$ cat src/rtl/multicycle_control_fsm.sv
// multicycle_control_fsm
// Control sequencer for a multi-cycle RV32I datapath with a shared ALU and a
// single instruction/data memory port. Each state emits the datapath selects
// and write-enables it needs. In the fetch and memory-write states, the
// write-enables and done pulse are additionally qualified by the memory
// ready handshake.
// Optional feature macro: ILLEGAL_TRAP_EN. When it is defined, an unknown
// opcode parks the FSM in a sticky trap state. When it is undefined, an
// unknown opcode is retired as a two-cycle NOP.
module multicycle_control_fsm (
  input  logic       clk,
  input  logic       rst,
  input  logic [6:0] opcode_i,
  input  logic       mem_ready_i,
  output logic       mem_req_o,
  output logic       mem_we_o,
  output logic       iord_o,
  output logic       ir_write_o,
  output logic       pc_write_o,
  output logic       branch_o,
  output logic       reg_write_o,
  output logic [1:0] alu_src_a_o,
  output logic [1:0] alu_src_b_o,
  output logic [1:0] alu_op_o,
  output logic [1:0] result_src_o,
  output logic       instr_done_o,
  output logic       trap_o,
  output logic [3:0] state_o
);

  typedef enum logic [3:0] {
    S_FETCH    = 4'd0,
    S_DECODE   = 4'd1,
    S_MEMADR   = 4'd2,
    S_MEMREAD  = 4'd3,
    S_MEMWB    = 4'd4,
    S_MEMWRITE = 4'd5,
    S_EXEC_R   = 4'd6,
    S_EXEC_I   = 4'd7,
    S_ALUWB    = 4'd8,
    S_BRANCH   = 4'd9,
    S_JALR     = 4'd10,
    S_JAL      = 4'd11,
    S_LUI      = 4'd12,
    S_AUIPC    = 4'd13,
    S_ILLEGAL  = 4'd14
  } state_t;

  localparam logic [6:0] OP_LOAD   = 7'b0000011;
  localparam logic [6:0] OP_STORE  = 7'b0100011;
  localparam logic [6:0] OP_RTYPE  = 7'b0110011;
  localparam logic [6:0] OP_ITYPE  = 7'b0010011;
  localparam logic [6:0] OP_BRANCH = 7'b1100011;
  localparam logic [6:0] OP_JAL    = 7'b1101111;
  localparam logic [6:0] OP_JALR   = 7'b1100111;
  localparam logic [6:0] OP_LUI    = 7'b0110111;
  localparam logic [6:0] OP_AUIPC  = 7'b0010111;

  localparam logic [1:0] A_PC    = 2'b00;
  localparam logic [1:0] A_OLDPC = 2'b01;
  localparam logic [1:0] A_RS1   = 2'b10;
  localparam logic [1:0] A_ZERO  = 2'b11;
  localparam logic [1:0] B_RS2   = 2'b00;
  localparam logic [1:0] B_IMM   = 2'b01;
  localparam logic [1:0] B_FOUR  = 2'b10;
  localparam logic [1:0] OP_ADD  = 2'b00;
  localparam logic [1:0] OP_SUB  = 2'b01;
  localparam logic [1:0] OP_FUNC = 2'b10;
  localparam logic [1:0] RS_ALUOUT = 2'b00;
  localparam logic [1:0] RS_MEM    = 2'b01;
  localparam logic [1:0] RS_ALU    = 2'b10;

  state_t     state;
  state_t     next_state;
  logic [6:0] opcode_q;

  // State register; the opcode is captured while leaving DECODE so later
  // states are immune to IR-side changes on opcode_i.
  always_ff @(posedge clk) begin
    if (rst) begin
      state    <= S_FETCH;
      opcode_q <= 7'd0;
    end else begin
      state <= next_state;
      if (state == S_DECODE) begin
        opcode_q <= opcode_i;
      end
    end
  end

  // Next-state logic; request states hold until the memory reports ready.
  always_comb begin
    next_state = S_FETCH;
    case (state)
      S_FETCH:    next_state = mem_ready_i ? S_DECODE : S_FETCH;
      S_DECODE: begin
        case (opcode_i)
          OP_LOAD, OP_STORE: next_state = S_MEMADR;
          OP_RTYPE:          next_state = S_EXEC_R;
          OP_ITYPE:          next_state = S_EXEC_I;
          OP_BRANCH:         next_state = S_BRANCH;
          OP_JAL:            next_state = S_JAL;
          OP_JALR:           next_state = S_JALR;
          OP_LUI:            next_state = S_LUI;
          OP_AUIPC:          next_state = S_AUIPC;
`ifdef ILLEGAL_TRAP_EN
          default:           next_state = S_ILLEGAL;
`else
          default:           next_state = S_FETCH;
`endif
        endcase
      end
      S_MEMADR:   next_state = (opcode_q == OP_STORE) ? S_MEMWRITE : S_MEMREAD;
      S_MEMREAD:  next_state = mem_ready_i ? S_MEMWB : S_MEMREAD;
      S_MEMWB:    next_state = S_FETCH;
      S_MEMWRITE: next_state = mem_ready_i ? S_FETCH : S_MEMWRITE;
      S_EXEC_R:   next_state = S_ALUWB;
      S_EXEC_I:   next_state = S_ALUWB;
      S_LUI:      next_state = S_ALUWB;
      S_AUIPC:    next_state = S_ALUWB;
      S_ALUWB:    next_state = S_FETCH;
      S_BRANCH:   next_state = S_FETCH;
      S_JALR:     next_state = S_JAL;
      S_JAL:      next_state = S_ALUWB;
`ifdef ILLEGAL_TRAP_EN
      S_ILLEGAL:  next_state = S_ILLEGAL;
`endif
      default:    next_state = S_FETCH;
    endcase
  end

  // Output decode; everything is forced low during reset so an aborted
  // instruction cannot write PC, registers or memory in the reset cycle.
  always_comb begin
    mem_req_o    = 1'b0;
    mem_we_o     = 1'b0;
    iord_o       = 1'b0;
    ir_write_o   = 1'b0;
    pc_write_o   = 1'b0;
    branch_o     = 1'b0;
    reg_write_o  = 1'b0;
    alu_src_a_o  = A_PC;
    alu_src_b_o  = B_RS2;
    alu_op_o     = OP_ADD;
    result_src_o = RS_ALUOUT;
    instr_done_o = 1'b0;
    trap_o       = 1'b0;
    state_o      = 4'd0;
    if (!rst) begin
      state_o = state;
      case (state)
        S_FETCH: begin
          mem_req_o    = 1'b1;
          ir_write_o   = mem_ready_i;
          pc_write_o   = mem_ready_i;
          alu_src_a_o  = A_PC;
          alu_src_b_o  = B_FOUR;
          result_src_o = RS_ALU;
        end
        S_DECODE: begin
          alu_src_a_o = A_OLDPC;
          alu_src_b_o = B_IMM;
        end
        S_MEMADR: begin
          alu_src_a_o = A_RS1;
          alu_src_b_o = B_IMM;
        end
        S_MEMREAD: begin
          mem_req_o = 1'b1;
          iord_o    = 1'b1;
        end
        S_MEMWB: begin
          result_src_o = RS_MEM;
          reg_write_o  = 1'b1;
          instr_done_o = 1'b1;
        end
        S_MEMWRITE: begin
          mem_req_o    = 1'b1;
          mem_we_o     = 1'b1;
          iord_o       = 1'b1;
          instr_done_o = mem_ready_i;
        end
        S_EXEC_R: begin
          alu_src_a_o = A_RS1;
          alu_src_b_o = B_RS2;
          alu_op_o    = OP_FUNC;
        end
        S_EXEC_I: begin
          alu_src_a_o = A_RS1;
          alu_src_b_o = B_IMM;
          alu_op_o    = OP_FUNC;
        end
        S_LUI: begin
          alu_src_a_o = A_ZERO;
          alu_src_b_o = B_IMM;
        end
        S_AUIPC: begin
          alu_src_a_o = A_OLDPC;
          alu_src_b_o = B_IMM;
        end
        S_ALUWB: begin
          result_src_o = RS_ALUOUT;
          reg_write_o  = 1'b1;
          instr_done_o = 1'b1;
        end
        S_BRANCH: begin
          alu_src_a_o  = A_RS1;
          alu_src_b_o  = B_RS2;
          alu_op_o     = OP_SUB;
          branch_o     = 1'b1;
          result_src_o = RS_ALUOUT;
          instr_done_o = 1'b1;
        end
        S_JALR: begin
          alu_src_a_o = A_RS1;
          alu_src_b_o = B_IMM;
        end
        S_JAL: begin
          pc_write_o   = 1'b1;
          result_src_o = RS_ALUOUT;
          alu_src_a_o  = A_OLDPC;
          alu_src_b_o  = B_FOUR;
        end
`ifdef ILLEGAL_TRAP_EN
        S_ILLEGAL: begin
          trap_o = 1'b1;
        end
`endif
        default: begin
          state_o = state;
        end
      endcase
    end
  end

endmodule

$ cat config.mk
export PLATFORM = sky130hd
export DESIGN_NAME = multicycle_control_fsm
export DESIGN_NICKNAME = d
export VERILOG_FILES = /design/src/rtl/multicycle_control_fsm.sv
export SDC_FILE = /design/constraint.sdc
export NUM_CORES = 1
export LEC_CHECK = 0
export BUFFER_PORTS_ARGS = -buffer_cell sky130_fd_sc_hd__buf_2
export CORE_MARGIN = 2
export CORE_UTILIZATION = 55
export CTS_BUF_LIST = sky130_fd_sc_hd__clkbuf_8
export DETAILED_ROUTE_END_ITERATION = 10
export PLACE_DENSITY = 0.86
export SLEW_MARGIN = 10
export SYNTH_ARGS = -nofsm -noshare
export SYNTH_HDL_FRONTEND = slang
export SYNTH_SLANG_ARGS = --single-unit
$ cat constraint.sdc
create_clock -name clk -period 4 [get_ports clk]
set_input_delay 0 -clock clk [delete_from_list [all_inputs] [get_ports clk]]
set_output_delay 0 -clock clk [all_outputs]
set_load 0.02 [all_outputs]
## Word level (Yosys, flattened, before mapping)

Cells that the tools add are included.

- Equal/unequal tests: 23
- Multiplexer cells: 31
- Reductions and logical operators: 12

Operators by type and width:

| kind | number |
|---|---|
| 4-bit case mux with 8 select lines | 1 |
| 7-bit by 6-bit == test with 1-bit output, second input constant | 4 |
| 4-bit case mux with 7 select lines | 1 |
| 4-bit == test, second input constant | 6 |
| 7-bit == test, second input constant | 3 |
| 4-bit by 3-bit == test with 1-bit output, second input constant | 4 |
| 1-bit two-way mux | 15 |
| 7-bit by 5-bit == test with 1-bit output, second input constant | 2 |
| 2-bit case mux with 2 select lines | 3 |
| 2-bit OR reduction | 5 |
| 5-bit OR reduction | 2 |
| 3-bit two-way mux | 3 |
| 3-bit OR reduction | 3 |
| 4-bit by 2-bit == test with 1-bit output, second input constant | 2 |
| 2-bit two-way mux | 4 |
| 7-bit by 2-bit == test with 1-bit output, second input constant | 1 |
| 2-bit case mux with 3 select lines | 1 |
| 6-bit OR reduction | 1 |
| 4-bit by 1-bit == test with 1-bit output, second input constant | 1 |
| 4-bit logical NOT | 1 |
| 4-bit two-way mux | 1 |
| 1-bit case mux with 2 select lines | 2 |

- Bits in registers: 11
- Input bits: 10
- Output and inout bits: 21
- Word-level logic and storage cells: 68

## Logic depth before layout (Yosys ltp)

- Depth after elaboration: 4
- Mapped depth: 6
- Depth with buffers taken out: 4

## Worst setup path after synthesis

Ideal clock, no wire load.

- Path kind: register to output
- Start: register state[1]
- End: output port mem_req_o
- Arrival: 1685 ps
- Required time: 4000 ps
- Setup slack: 2315 ps
- Stages on the path, launching flop included: 5
- Buffers on the path: 1
- Cell sequence: dfxtp_1 -> buf_2 -> or3_1 -> nor3_1 -> or2_2

- Longest elaborated chain between the ends: 4
- Elaborated cells between the ends (all ways): 6
- Those cells by class: eq/ne (2); mux (2); reduce/logical (2)

Ends and longest elaborated chain:

| what | line | text |
|---|---|---|
| start: declaration | 73 | `state_t state;` |
| start signal: assignment | 84 | `state <= next_state;` |
| 4-bit by 3-bit == test with 1-bit output, or another cell as far along | 151 | `case (state)` |
| 3-bit OR reduction (no source line) (*) | -- |  |
| 1-bit two-way mux (*) | 151 |  |
| 1-bit two-way mux (*) | 149 | `if (!rst) begin` |
| end: declaration | 15 | `output logic mem_req_o,` |

Mark *: on every way between the ends. The rest lies on a longest branch, timed or not.

## Worst setup path in the final report

- Start: register state[1]
- End: output port alu_src_b_o[0]

- Longest elaborated chain between the ends: 4
- Elaborated cells between the ends (all ways): 12
- Those cells by class: eq/ne (7); mux (2); reduce/logical (3)

Ends and longest elaborated chain:

| what | line | text |
|---|---|---|
| 4-bit by 1-bit == test with 1-bit output, or another cell as far along | 151 |  |
| 6-bit OR reduction (no source line) / 2-bit OR reduction (equally long branches) | -- |  |
| 2-bit case mux with 2 select lines (*) | 151 |  |
| 2-bit two-way mux (*) | 149 |  |
| end: declaration | 23 | `output logic [1:0] alu_src_b_o,` |

Marked as above.

==> results list <==
* Synth top area share: 0.242
- Port-buffer cells: 29
* Final count of hold timing violations: 0
* Later-pin clock latency in the skew report: 0.23 ns
- Slew headroom: 0.416
- The largest single stage delay on the critical path is 0.75 ns.
- Across all register-to-register paths, the minimum setup slack is 2.20 ns.
- Core area: 0.00152 mm^2
- Combinational share of power: 0.189
* Total number of yosys warnings: 0
- Commonest non-fill, non-tap cells in the layout: sky130_fd_sc_hd__buf_2, sky130_fd_sc_hd__a21oi_1, sky130_fd_sc_hd__nand2_1, sky130_fd_sc_hd__dfxtp_1, sky130_fd_sc_hd__nor2_1
* Synthesis-to-layout area growth: 16.1%
- Summed over all nets, the switching power comes to 78.2 uW.
- After layout, the minimum clock period comes to 1.88 ns.
- Synthesis instantiated 36 different standard cells from the library.
- Across the run, the number of max-cap violations was 0.
- The tightest min-delay check is of the in2reg type.
- Placed insts: 164
- Among all stages on the critical path, the largest delay is contributed by sky130_fd_sc_hd__dfxtp_1.
- Number of levels the H-tree was split into: 1
* Post-synthesis cell type with the largest combined area: sky130_fd_sc_hd__dfxtp_1
- For this run, the total global-route usage over all layers was measured as 0.239.
- CTS hold repair buffers: 0
- Of the total power, the share spent switching nets is 0.279.
- Of the cells placed in the final design, the portion with a size suffix greater than 1 is 0.250.
- Detailed routing placed a total of 1.04 mm of wire on met2.
* Count of non-filler cells in the finished layout: 168
- Worst-path maximum fanout: 20
- Cell count of the worst reg-to-reg path: 4
* Cell internal power dissipation: 202 uW
* Worst clock skew: 0.00294 ns
* Post-cts resize count: 0
- Initial drt markers: 17
* Finished Cell Area: 0.00106 mm^2
- Leak: 0.461 nW
- WL final: 2.19 mm
* Height of the chip: 44.7 um
- Setup total negative slack on the finished layout was measured at 0 ns.
- The worst setup path is launched from a flop.
* Sequential share of the synthesized area: 0.242
- Critical path startpoint: state[1]$_SDFF_PP0_
- Critical Setup Path Class: reg2out
- Routability-driven placement congestion ratio: 0.817
- Slew at the pin closest to its max-slew limit: 0.875 ns
- Total clock sinks: 11
* Sort of element at the end of the critical path: primary output
- In this run the cell area measured after placement is 0.00101 mm^2.
- Terminating pin of the worst hold path: opcode_q[0]$_SDFFE_PP0P_
- Net count after synthesis: 141
* Fraction of power consumed by the clock network: 0.383
- Wire length on met1: 980 um
- The endpoint identified for the worst register-to-register timing path is state[2]$_SDFF_PP0_.
- Number of diodes added for antenna fixing: 0
* Number of storage elements in the synthesis netlist: 11
* Final Net Count: 163
- For this run, the top clock speed supported by timing is 531 MHz.
- Routed wirelength normalized by instance count: 13.0 um
* Top delay family on crit path: flip-flops
- The flow ran to the end, and the final reports show no timing, DRC or antenna violations.
- Data on the critical path arrives at its endpoint at 1.88 ns.
* Cell area after technology mapping: 910 um^2
* CP cell instances: nand2b_1, o21ai_0, nor2_1, a211oi_1, buf_2
- The worst hold path begins at opcode_i[0].
- First-pass GRT wire length: 3.56 mm
- Launch instance of the worst register-to-register path: state[2]$_SDFF_PP0_
- In this run, CTS created clock tree buffers numbering 3.
- Std-Cell Rows: 14
- Remaining global-route overflow: 0
- The count of pins over their slew limit is 0.
* Min-Delay Path Depth: 3
* Drt first pass iters: 4
* Power density relative to cell area: 265 mW/mm^2
- Overall die area: 0.00199 mm^2
- For this run, design rule violations remaining after detail routing come to 0.
- Across the VDD grid, the largest voltage drop is 0.000300 V.
- TritonCTS built the clock tree.
* Top layer used by detailed routing: met3
- Clk Tree Root Cell: sky130_fd_sc_hd__clkbuf_8
* HPWL after detailed placement: 1.59 mm
- In this run the count of I/O pins placed on the die edge is 31.
* WP buf/inv: 1
- Vias in the first global route: 802
- Ranked by total cell area, the synthesized netlist is headed by sky130_fd_sc_hd__dfxtp_1, sky130_fd_sc_hd__a21oi_1, sky130_fd_sc_hd__nand2_1.
- Initial antenna violation count: 0
* Via total after detailed routing: 1,016
* Total length of routed met3 wires: 172 um
- After detailed routing, the number of vias per cell comes to 6.05.
- Share of the cycle needed by the critical path after routing: 0.471
* Remaining antenna violation count after routing: 0
- Counting buffers and inverters, the worst setup path is 5 cells deep.
* Die width: 44.7 um
- Data on the critical path is required at its endpoint by 4.00 ns.
- Largest net degree at the start of global routing: 29
- Clock slew at reported path FFs: 0.05 ns
- Synthesis handed over a netlist of 131 instances.
- Setup repair after global routing left no endpoint under its margin.
- After synthesis, the mean cell area works out to 6.94 um^2.
- The clock passes through at most 2 buffers.
- Most common cell after layout, fill and taps aside: sky130_fd_sc_hd__buf_2
- Count of endpoints failing setup in the final report: 0
* Starting density of the core: 0.597
- Share of total power in sequential cells: 0.428
- Buffers added to address setup during post-CTS repair amount to 0.
-- kinds of logic after synthesis --
group                     after synthesis  share of synthesized area
muxes                                   1                     0.0124
xor gates and xnor gates                2                     0.0193
buffers and inverters                  13                     0.0743
AOI/OAI and AO/OA                      34                      0.221
and+or+nand+nor                        69                      0.426
other                                   1                    0.00412
DFF                                    11                      0.242
-- power by group through the flow --
| stage | clock network (mW) | registers, mW | logic, mW |
|---|---|---|---|
| after global placement | 0 | 0.121 | 0.0509 |
| after floorplan | 0 | 0.119 | 0.0390 |
| after detailed placement | 0 | 0.122 | 0.0524 |
| after global routing | 0.115 | 0.121 | 0.0584 |
| final | 0.107 | 0.120 | 0.0529 |
| after CTS | 0.109 | 0.120 | 0.0527 |
-- metal layers --
metal  global-route usage  vias up
li1                     -      501
met1                0.320      470
met2                0.400       45
met3               0.0367        0
met4               0.0545        0
met5                    0        -
-- metrics by stage --
stage	setup slack (ns)	util	power [mW]	hold slack (ns)
6_report	2.12	0.693	0.280	0.0290
5_1_grt	1.97	0.693	0.294	0.0311
3_5_place_dp	2.25	0.663	0.174	0.271
4_1_cts	2.12	0.693	0.281	0.0262
2_1_floorplan	2.32	-	0.158	0.0826
3_3_place_gp	2.27	0.663	0.172	0.268
-- sequential cells by signal, indices dropped and copies added, names as in the netlist --
signal and flops:
state 4, opcode_q 7
-- worst register-to-register path: cells and delay by family, from the launching register on --
family,cells,cell delay [ns]
AOI/OAI and AO/OA,1,0.31
DFF,1,0.89
and+or+nand+nor,3,0.49
-- cell usage after synthesis (all sizes together) --
cell	number
a2111oi	1
a211oi	3
a21o	2
a21oi	20
a222oi	1
a31oi	1
and2	1
and3	1
and3b	2
buf	8
clkbuf	4
conb	1
dfxtp	11
inv	1
mux2	1
nand2	19
nand2b	4
nand3	1
nand3b	4
nand4b	1
nor2	10
nor2b	7
nor3	8
nor3b	2
nor4	2
nor4b	2
o211ai	1
o21ai	5
or2	2
or3	3
xnor2	1
xor2	1
-- cell type report --
| class | count | area [um^2] |
|---|---|---|
| Inverter | 1 | 3.75 |
| Sequential cell | 11 | 220 |
| Multi-Input combinational cell | 107 | 622 |
| Fill cell | 149 | 468 |
| Clock buffer | 3 | 41.3 |
| Clock inverter | 1 | 3.75 |
| Tap cell | 16 | 20.0 |
| Timing Repair Buffer | 29 | 145 |
-- worst max path at each step --
stage,to,slack (ns)
detailed placement,state[2]$_SDFF_PP0_,2.25
global placement,state[2]$_SDFF_PP0_,2.27
floorplan,mem_req_o,2.32
global route,alu_src_b_o[0],1.97
finish,alu_src_b_o[0],2.12
CTS,alu_src_b_o[0],2.12
Power figures use the tool's default switching activity.
